===== src/rtl/seg7_pkg.sv =====
// Shared constants and types for the seg7 scan decoder.
// Pattern table is {a,b,c,d,e,f,g}, bit 6 = a.
package seg7_pkg;

  localparam int STABLE_CYCLES_DEF = 4;

  localparam logic [6:0] SEG_TABLE [16] = '{
    7'b1111110, 7'b0110000, 7'b1101101, 7'b1111001,
    7'b0110011, 7'b1011011, 7'b1011111, 7'b1110000,
    7'b1111111, 7'b1111011, 7'b1110111, 7'b0011111,
    7'b1001110, 7'b0111101, 7'b1001111, 7'b1000111
  };

  typedef enum logic {
    SYNC,
    COLLECT
  } col_state_t;

endpackage


===== src/rtl/seg7_pattern_lookup.sv =====
// Combinational 7-segment pattern to {nibble, legal}.
// Patterns outside the table decode to nibble 0, legal low.
module seg7_pattern_lookup
  import seg7_pkg::*;
(
  input  logic [6:0] seg,
  output logic [3:0] nibble,
  output logic       legal
);

  always_comb begin
    nibble = 4'd0;
    legal  = 1'b0;
    for (int i = 0; i < 16; i++) begin
      if (seg == SEG_TABLE[i]) begin
        nibble = 4'(i);
        legal  = 1'b1;
      end
    end
  end

endmodule


===== src/rtl/seg7_scan_decoder.sv =====
// Multiplexed 7-seg scan decoder: debounce, frame collect, valid/ready out.
// Define SEG7_SCAN_DP_EN to add the decimal-point input and per-digit output.
module seg7_scan_decoder
  import seg7_pkg::*;
#(
  parameter int STABLE_CYCLES = STABLE_CYCLES_DEF
) (
  input  logic        clk,
  input  logic        rst,
`ifdef SEG7_SCAN_DP_EN
  input  logic        dp_in,
  output logic [3:0]  dp_out,
`endif
  input  logic [6:0]  seg_in,
  input  logic [3:0]  dig_sel,
  output logic [15:0] val_out,
  output logic        val_valid,
  input  logic        val_ready,
  output logic [3:0]  digit_err,
  output logic        overrun
);

  localparam logic [7:0] LAST = 8'(STABLE_CYCLES - 1);

  logic [6:0] prev_seg;
  logic [3:0] prev_dig;
  logic [7:0] cnt, cnt_nx;
  logic       acc;
  logic       onehot, same;

  assign onehot = (dig_sel != 4'd0) &&
                  ((dig_sel & (dig_sel - 4'd1)) == 4'd0);
  assign same   = (seg_in == prev_seg) && (dig_sel == prev_dig);

  // Saturate at LAST so each strobe interval yields a single accept.
  always_comb begin
    cnt_nx = 8'd0;
    if (same && onehot)
      cnt_nx = (cnt == LAST) ? cnt : cnt + 8'd1;
  end

  always_ff @(posedge clk) begin
    if (rst) begin
      prev_seg <= '0;
      prev_dig <= '0;
      cnt      <= '0;
      acc      <= 1'b0;
    end else begin
      prev_seg <= seg_in;
      prev_dig <= dig_sel;
      cnt      <= cnt_nx;
      acc      <= (cnt_nx == LAST) && (cnt != LAST);
    end
  end

  logic [3:0] nib;
  logic       legal;

  seg7_pattern_lookup u_lookup (
    .seg    (prev_seg),
    .nibble (nib),
    .legal  (legal)
  );

  logic [3:0] sel;
  logic [1:0] idx;

  always_comb begin
    sel = acc ? prev_dig : 4'b0001;
    idx = 2'd0;
    unique case (1'b1)
      sel[0]:  idx = 2'd0;
      sel[1]:  idx = 2'd1;
      sel[2]:  idx = 2'd2;
      sel[3]:  idx = 2'd3;
      default: idx = 2'd0;
    endcase
  end

  col_state_t      state, state_nx;
  logic [1:0]      expd, expd_nx;
  logic [2:0][3:0] part_val, part_val_nx;
  logic [2:0]      part_err, part_err_nx;
  logic            wr, clr, done;
`ifdef SEG7_SCAN_DP_EN
  logic            prev_dp;
  logic [2:0]      part_dp, part_dp_nx;
`endif

  always_comb begin
    state_nx    = state;
    expd_nx     = expd;
    part_val_nx = part_val;
    part_err_nx = part_err;
    wr          = 1'b0;
    clr         = 1'b0;
    done        = 1'b0;
    if (acc) begin
      unique case (state)
        SYNC: begin
          if (idx == 2'd0) begin
            wr       = 1'b1;
            expd_nx  = 2'd1;
            state_nx = COLLECT;
          end
        end
        COLLECT: begin
          if (idx == expd) begin
            if (idx == 2'd3) begin
              done     = 1'b1;
              state_nx = SYNC;
            end else begin
              wr      = 1'b1;
              expd_nx = expd + 2'd1;
            end
          end else if (idx == 2'd0) begin
            clr     = 1'b1;
            wr      = 1'b1;
            expd_nx = 2'd1;
          end else begin
            clr      = 1'b1;
            state_nx = SYNC;
          end
        end
        default: state_nx = SYNC;
      endcase
    end
    if (clr) begin
      part_val_nx = '0;
      part_err_nx = '0;
    end
    if (wr) begin
      part_val_nx[idx] = nib;
      part_err_nx[idx] = ~legal;
    end
  end

`ifdef SEG7_SCAN_DP_EN
  always_comb begin
    part_dp_nx = clr ? 3'd0 : part_dp;
    if (wr)
      part_dp_nx[idx] = prev_dp;
  end
`endif

  always_ff @(posedge clk) begin
    if (rst) begin
      state    <= SYNC;
      expd     <= 2'd0;
      part_val <= '0;
      part_err <= '0;
    end else begin
      state    <= state_nx;
      expd     <= expd_nx;
      part_val <= part_val_nx;
      part_err <= part_err_nx;
    end
  end

  // A completed frame only loads when the output slot is free or draining.
  logic load;
  assign load = done && (!val_valid || val_ready);

  always_ff @(posedge clk) begin
    if (rst) begin
      val_out   <= '0;
      digit_err <= '0;
      val_valid <= 1'b0;
      overrun   <= 1'b0;
    end else begin
      if (load) begin
        val_out   <= {nib, part_val};
        digit_err <= {~legal, part_err};
        val_valid <= 1'b1;
      end else if (val_valid && val_ready) begin
        val_valid <= 1'b0;
      end
      if (done && val_valid && !val_ready)
        overrun <= 1'b1;
    end
  end

`ifdef SEG7_SCAN_DP_EN
  always_ff @(posedge clk) begin
    if (rst) begin
      prev_dp <= 1'b0;
      part_dp <= '0;
      dp_out  <= '0;
    end else begin
      prev_dp <= dp_in;
      part_dp <= part_dp_nx;
      if (load)
        dp_out <= {prev_dp, part_dp};
    end
  end
`endif

endmodule


===== config.mk =====
export PLATFORM = sky130hd
export DESIGN_NAME = seg7_scan_decoder
export DESIGN_NICKNAME = d
export VERILOG_FILES = /design/src/rtl/seg7_pkg.sv /design/src/rtl/seg7_pattern_lookup.sv /design/src/rtl/seg7_scan_decoder.sv
export SDC_FILE = /design/constraint.sdc
export NUM_CORES = 1
export LEC_CHECK = 0
export CORE_MARGIN = 5
export CORE_UTILIZATION = 55
export DETAILED_ROUTE_END_ITERATION = 8
export PLACE_DENSITY = 0.79
export SYNTH_ARGS = -nofsm -noshare
export SYNTH_HDL_FRONTEND = slang
export SYNTH_SLANG_ARGS = --single-unit

===== constraint.sdc =====
create_clock -name clk -period 3 [get_ports clk]
set_input_delay 0.6 -clock clk [delete_from_list [all_inputs] [get_ports clk]]
set_output_delay 0.6 -clock clk [all_outputs]
set_load 0.02 [all_outputs]

==> results_dict.tcl, run 1 <==
set metrics [dict create \
    crit_buf_inv 1 \
    rsz0062_at_grt "false" \
    cts_setup_buffers 0 \
    port_buffers 35 \
    cts_buffer_depth 2 \
    cts_tree "done" \
    ctsResizeCount 0 \
    reg2reg_from "prev_dig[3]" \
    cp-end-kind "flip-flop" \
    yosysTopAreaCell "dfxtp_1" \
    status "complete, no violations" \
    criticalPathCategory "flip-flop to flip-flop" \
    synth_area_leaders "dfxtp_1 (40%), mux2i_1 (5.4%), nor2_1 (4.5%), nor2b_1 (3.8%), xnor2_1 (3.5%)" \
    setup_violations 0 \
    min_period_ps 2450 \
    drive_gt1_share_pct 9.47 \
    pin_count 36 \
    hp-class "flip-flop to flip-flop" \
    synthAdderAreaFrac_pct 0.419 \
    vias 2512 \
    grt_pass1_wl_um 10900 \
    die_h_um 83.7 \
    worstReg2RegEnd "val_out[14]" \
    dieArea_um2 7000 \
    grtUsageTotal_pct 18.8 \
    place.gp.congestion 0.843 \
    cts_hold_buf 0 \
    dieWidth_um 83.7 \
    synthFlopType "dfxtp_1" \
    finalPower_mw 1.73 \
    cap_violations 0 \
    fin_tns_setup_ps 0 \
    first_pass_iters 4 \
    period_share_pct 81.7 \
    yosys_warnings 0 \
    final_max_slew_viol_count 0 \
    cts_root_buf "clkbuf_8" \
    synth_cell_types 72 \
    htreeDepth 3 \
    synth-async-reset-ratio_pct 0 \
    hold_viol 0 \
    avgSynthCellArea_um2 9.08 \
    drt_iter0_markers 106 \
    min_from "part_val[1]" \
    grt_overflow 0 \
    grt_max_degree 39 \
    cts_sinks 60 \
    slowest_stage "o2111ai_4" \
    wl_per_cell_um 14.8 \
    muxShareOfSynthArea_pct 5.87 \
    final_util_pct 67.7 \
    final_nets 369 \
    viasPerCell 5.86 \
    fmax_mhz 408 \
    place_hpwl_um 4420 \
    synth_seq_area_share_pct 40.2 \
    synthXorXnorAreaFrac_pct 4.69 \
    r2r_setup_slack_ps 550 \
    synth_top_family_by_area "simple AND/OR/NAND/NOR gates" \
    min_path_cells 2 \
    vdd_drop_max_mv 0.314 \
    multi_input_area_um2 1620 \
    synth.cell_area_um2 2990 \
    antenna_found_initial 0 \
    cpLargestDelayFamily "compound AO/OA/AOI/OAI gates" \
    pwr_density_cell_nw_per_um2 491 \
    seqCellArea_um2 1200 \
    cp_max_fo 24 \
    synth_compound_area_share_pct 18.3 \
    synth_top_cell_area_share_pct 40.2 \
    row_count 26 \
    ant_nets 0 \
    final_cell_mix "dfxtp_1 (60), nor2_1 (36), clkdlybuf4s50_1 (35)" \
    final_common_cell "dfxtp_1" \
    leakagePower_nw 1.29 \
    critPathMaxStageDelay_ps 700 \
    drc_errors 0 \
    required_ps 3250 \
    syn_nets 344 \
    start_kind "flip-flop" \
    antenna_cells 0 \
    postSynthCellCount 329 \
    worstMarginPinSlew_ps 835 \
    finClkSkew_ps 6.27 \
    setup_ws_ps 550 \
    nFillCells 435 \
    coreArea_um2 5200 \
    hold_end "part_val[1]" \
    maxSlewHeadroom_pct 44.3 \
    grt_pass1_vias 2440 \
    yosys.area_share.simple_pct 25.1 \
    place_ws_ps 583 \
    clock_latency_ps 330 \
    ys_ff_latch 60 \
    start_util_pct 57.4 \
    drt-total-wl_um 6350 \
    cts_made_buffers 9 \
    whs_ps 472 \
    clk_pin_slew_worst_paths_ps 70 \
    arrival_ps 2700 \
    syn_to_final_growth_pct 18.0 \
    r2r.worst_path.cells 5 \
    synth_enable_flop_cells 0 \
    crit_chain "and4bb_2 > o31a_1 > o2111ai_4 > inv_1 > a211oi_1" \
]
## synth_stat cells, drive strengths merged (2+ instances only)
cell     count
nand2b       4
o211ai       6
nand4b       4
or4          3
clkbuf       6
xor2         4
nand2       18
o221ai       2
a211oi       3
o21ai        8
a41oi        2
xnor2       12
o2111ai      2
dfxtp       60
o31ai        4
nor4         2
o311a        2
nand3       16
nand4       11
and3         2
buf         17
o22ai        9
a21oi       11
nor3         7
mux2i       16
a311oi       2
nor2b       18
and2         3
o21a         2
nor3b        2
nor2        36
a31oi        2
o31a         2
inv          8
## routing by layer
layer  global-route usage, %  vias up  share of wire (%)  wire, um
met5                       0        -                  0         0
met4                    8.63        0                1.7       110
met3                    4.05       14                5.4       346
met2                    30.8       78                 47      2960
met1                    23.6     1166                 46      2940
li1                        -     1254                  -         -
## final cells by class
type / count / area share [%]
Multi-Input combinational cell: 238 / 46.0
Clock buffer: 12 / 4.12
Clock inverter: 4 / 2.06
Tap cell: 70 / 2.48
Timing Repair Buffer: 37 / 10.4
Sequential cell: 60 / 34.1
Inverter: 8 / 0.852
## cell families after synthesis
logic type,after synthesis
and+or+nand+nor,136
AOI/OAI and AO/OA,68
DFF,60
buffers and inverters,31
muxes,17
xor gates and xnor gates,16
adders and majority gates,1
## flip-flops by register name, summed over array words and instances, names as in the netlist
| name | cells |
|---|---|
| acc | 1 |
| cnt | 8 |
| digit_err | 4 |
| expd | 2 |
| overrun | 1 |
| part_err | 3 |
| part_val | 12 |
| prev_dig | 4 |
| prev_seg | 7 |
| state | 1 |
| val_out | 16 |
| val_valid | 1 |
## how the worst max path moves through the flow
stage | start | endpoint | slack (ps) | depth (start not counted)
floorplan | expd[1] | digit_err[1] | 1190 | 7
global placement | prev_dig[3] | val_out[14] | 630 | 5
detailed placement | prev_dig[3] | val_out[14] | 580 | 5
CTS | prev_dig[3] | val_out[14] | 580 | 5
global route | prev_dig[3] | val_out[14] | 370 | 5
finish | prev_dig[3] | val_out[14] | 550 | 5
## where the power goes
part,leakage (nW),total (mW),internal [mW],switching (mW)
combinational,0.701,0.0989,0.0517,0.0472
clock,0.107,0.796,0.490,0.307
sequential,0.486,0.834,0.804,0.0297
## worst min-delay path, stage by stage, from the launching register on
cell     delay [ps]
dfxtp_1         310
nand2_1          60
o22ai_1          60
## stage by stage
stage | instance area, um^2 | std cells
final | 3520 | 429
after detailed placement | 3310 | 413
after CTS | 3520 | 429
after floorplan | 2990 | 329
after global routing | 3520 | 429
after global placement | 3310 | 413
No activity file was read; power rests on OpenSTA's default activity.
==> run 2, diff against run 1 <==
==> constraint.sdc (replaced) <==
create_clock -name clk -period 2.3 [get_ports clk]
set_input_delay 0.46 -clock clk [delete_from_list [all_inputs] [get_ports clk]]
set_output_delay 0.46 -clock clk [all_outputs]
set_load 0.02 [all_outputs]
==> run 2 against run 1 <==
Effect of this change: hold slack improved by 6.1 ps; register-to-register slack got worse by 360 ps; first-iteration DRC count increased by 39%; clock power increased by 42%; combinational power increased by 50%; power increased by 36%; flip-flop and latch count unchanged; worst setup slack got worse by 360 ps; maximum frequency increased by 16%; sequential share of layout area decreased by 1.0 points; critical endpoint is now expd[1].
==> results_dict.tcl, run 2 (synthesis results as in run 1) <==
set metrics [dict create \
    final_max_slew_viol_count 0 \
    antenna_found_initial 0 \
    leakagePower_nw 1.36 \
    clock_latency_ps 340 \
    power_frac_seq_pct 45.8 \
    vias 2598 \
    fin_cells 440 \
    cts_made_buffers 9 \
    dp.cells 424 \
    top_regs "val_out x16, part_val x12, cnt x8" \
    arrival_ps 2330 \
    wl_per_cell_um 15.1 \
    finClkSkew_ps 8.15 \
    multi_input_area_um2 1620 \
    cts_root_buf "clkbuf_8" \
    seqCellArea_um2 1200 \
    internal_power_mw 1.84 \
    nFillCells 428 \
    final_common_cell "dfxtp_1" \
    ant_nets 0 \
    rsz0062_at_grt "false" \
    antenna_cells 0 \
    required_ps 2520 \
    drc_errors 0 \
    viasPerCell 5.90 \
    final_cell_mix "dfxtp_1 (60), nor2_1 (36), clkdlybuf4s50_1 (35)" \
    hold_viol 0 \
    grt_overflow 0 \
    drt-total-wl_um 6640 \
    finalPower_mw 2.35 \
    pin_count 36 \
    dieWidth_um 83.7 \
    grt_max_degree 39 \
    grtUsageTotal_pct 19.2 \
    dieArea_um2 7000 \
    port_buffers 35 \
    cts_setup_buffers 0 \
    ctsResizeCount 0 \
    cts_sinks 60 \
    htreeDepth 3 \
    fin_tns_setup_ps 0 \
    drive_gt1_share_pct 12.2 \
    status "complete, no violations" \
    pwr_density_cell_nw_per_um2 648 \
    first_pass_iters 4 \
    cap_violations 0 \
    worstMarginPinSlew_ps 643 \
    drt_iter0_markers 147 \
    start_kind "flip-flop" \
    final_nets 380 \
    row_count 26 \
    grt_pass1_vias 2388 \
    switching_share_pct 21.8 \
    min_period_ps 2110 \
    place.gp.congestion 0.920 \
    cts_hold_buf 0 \
    largest_reg_flops 16 \
    die_h_um 83.7 \
    cp-end-kind "flip-flop" \
    fmax_mhz 474 \
    coreArea_um2 5200 \
    power.share.clock_pct 47.9 \
    syn_to_final_growth_pct 21.7 \
    criticalPathCategory "flip-flop to flip-flop" \
    clk_pin_slew_worst_paths_ps 70 \
    place_hpwl_um 4630 \
    share_comb_of_total_power_pct 6.3 \
    cts_buffer_depth 2 \
    switchingPower_mw 0.513 \
    cts_tree "done" \
    top_register "val_out" \
    hp-class "flip-flop to flip-flop" \
    start_util_pct 57.4 \
    vdd_drop_max_mv 0.663 \
    grt_pass1_wl_um 11100 \
    period_share_pct 91.7 \
    setup_violations 0 \
    cp_max_fo 7 \
    maxSlewHeadroom_pct 57.1 \
]
-- run 2: power by group through the flow --
stage	registers [mW]	clock network, mW	logic (mW)
finish	1.08	1.13	0.148
global route	1.08	1.20	0.161
CTS	1.08	1.14	0.148
detailed placement	1.10	0	0.147
global placement	1.10	0	0.144
floorplan	1.08	0	0.117
-- run 2: cell type report --
cell class | count | share of cell area [%]
multi-input cells | 238 | 44.7
flip-flops and latches | 60 | 33.1
inverters | 8 | 0.826
clock buffers | 11 | 3.62
repair buffers | 48 | 12.7
well taps | 70 | 2.41
clock inverters | 5 | 2.75
-- run 2: worst paths after layout --
path / slack [ps] / cells past startpoint / to / from
worst max-delay path: 190 / 6 / expd[1] / prev_dig[3]
worst min-delay path: 480 / 2 / part_val[3] / part_val[3]
worst max register to register: 190 / 6 / expd[1] / prev_dig[3]
worst min register to register: 480 / 2 / part_val[3] / part_val[3]
-- run 2: per-layer routing --
| metal | up-vias | routed length [um] | global-route usage, % | share of wire [%] |
|---|---|---|---|---|
| li1 | 1280 | - | - | - |
| met1 | 1219 | 2840 | 23.8 | 43 |
| met5 | - | 0 | 0 | 0 |
| met4 | 0 | 93 | 7.02 | 1.4 |
| met2 | 90 | 3220 | 31.4 | 48 |
| met3 | 9 | 483 | 5.53 | 7.3 |
-- run 2: critical path, stage by stage (launching register included) --
cell and delay, ps:
dfxtp_1 360, buf_4 190, a21oi_2 270, o22ai_4 170, a221oi_1 630, nand4_1 200, o311a_1 170
-- run 2: stage by stage --
step,hold slack (ps),area [um^2],utilization (%),worst slack (ps)
after floorplan,435,2990,-,492
after global placement,448,3400,65.4,295
after detailed placement,463,3400,65.4,238
after CTS,473,3630,69.8,251
after global routing,494,3630,69.8,102
final,478,3630,69.8,191
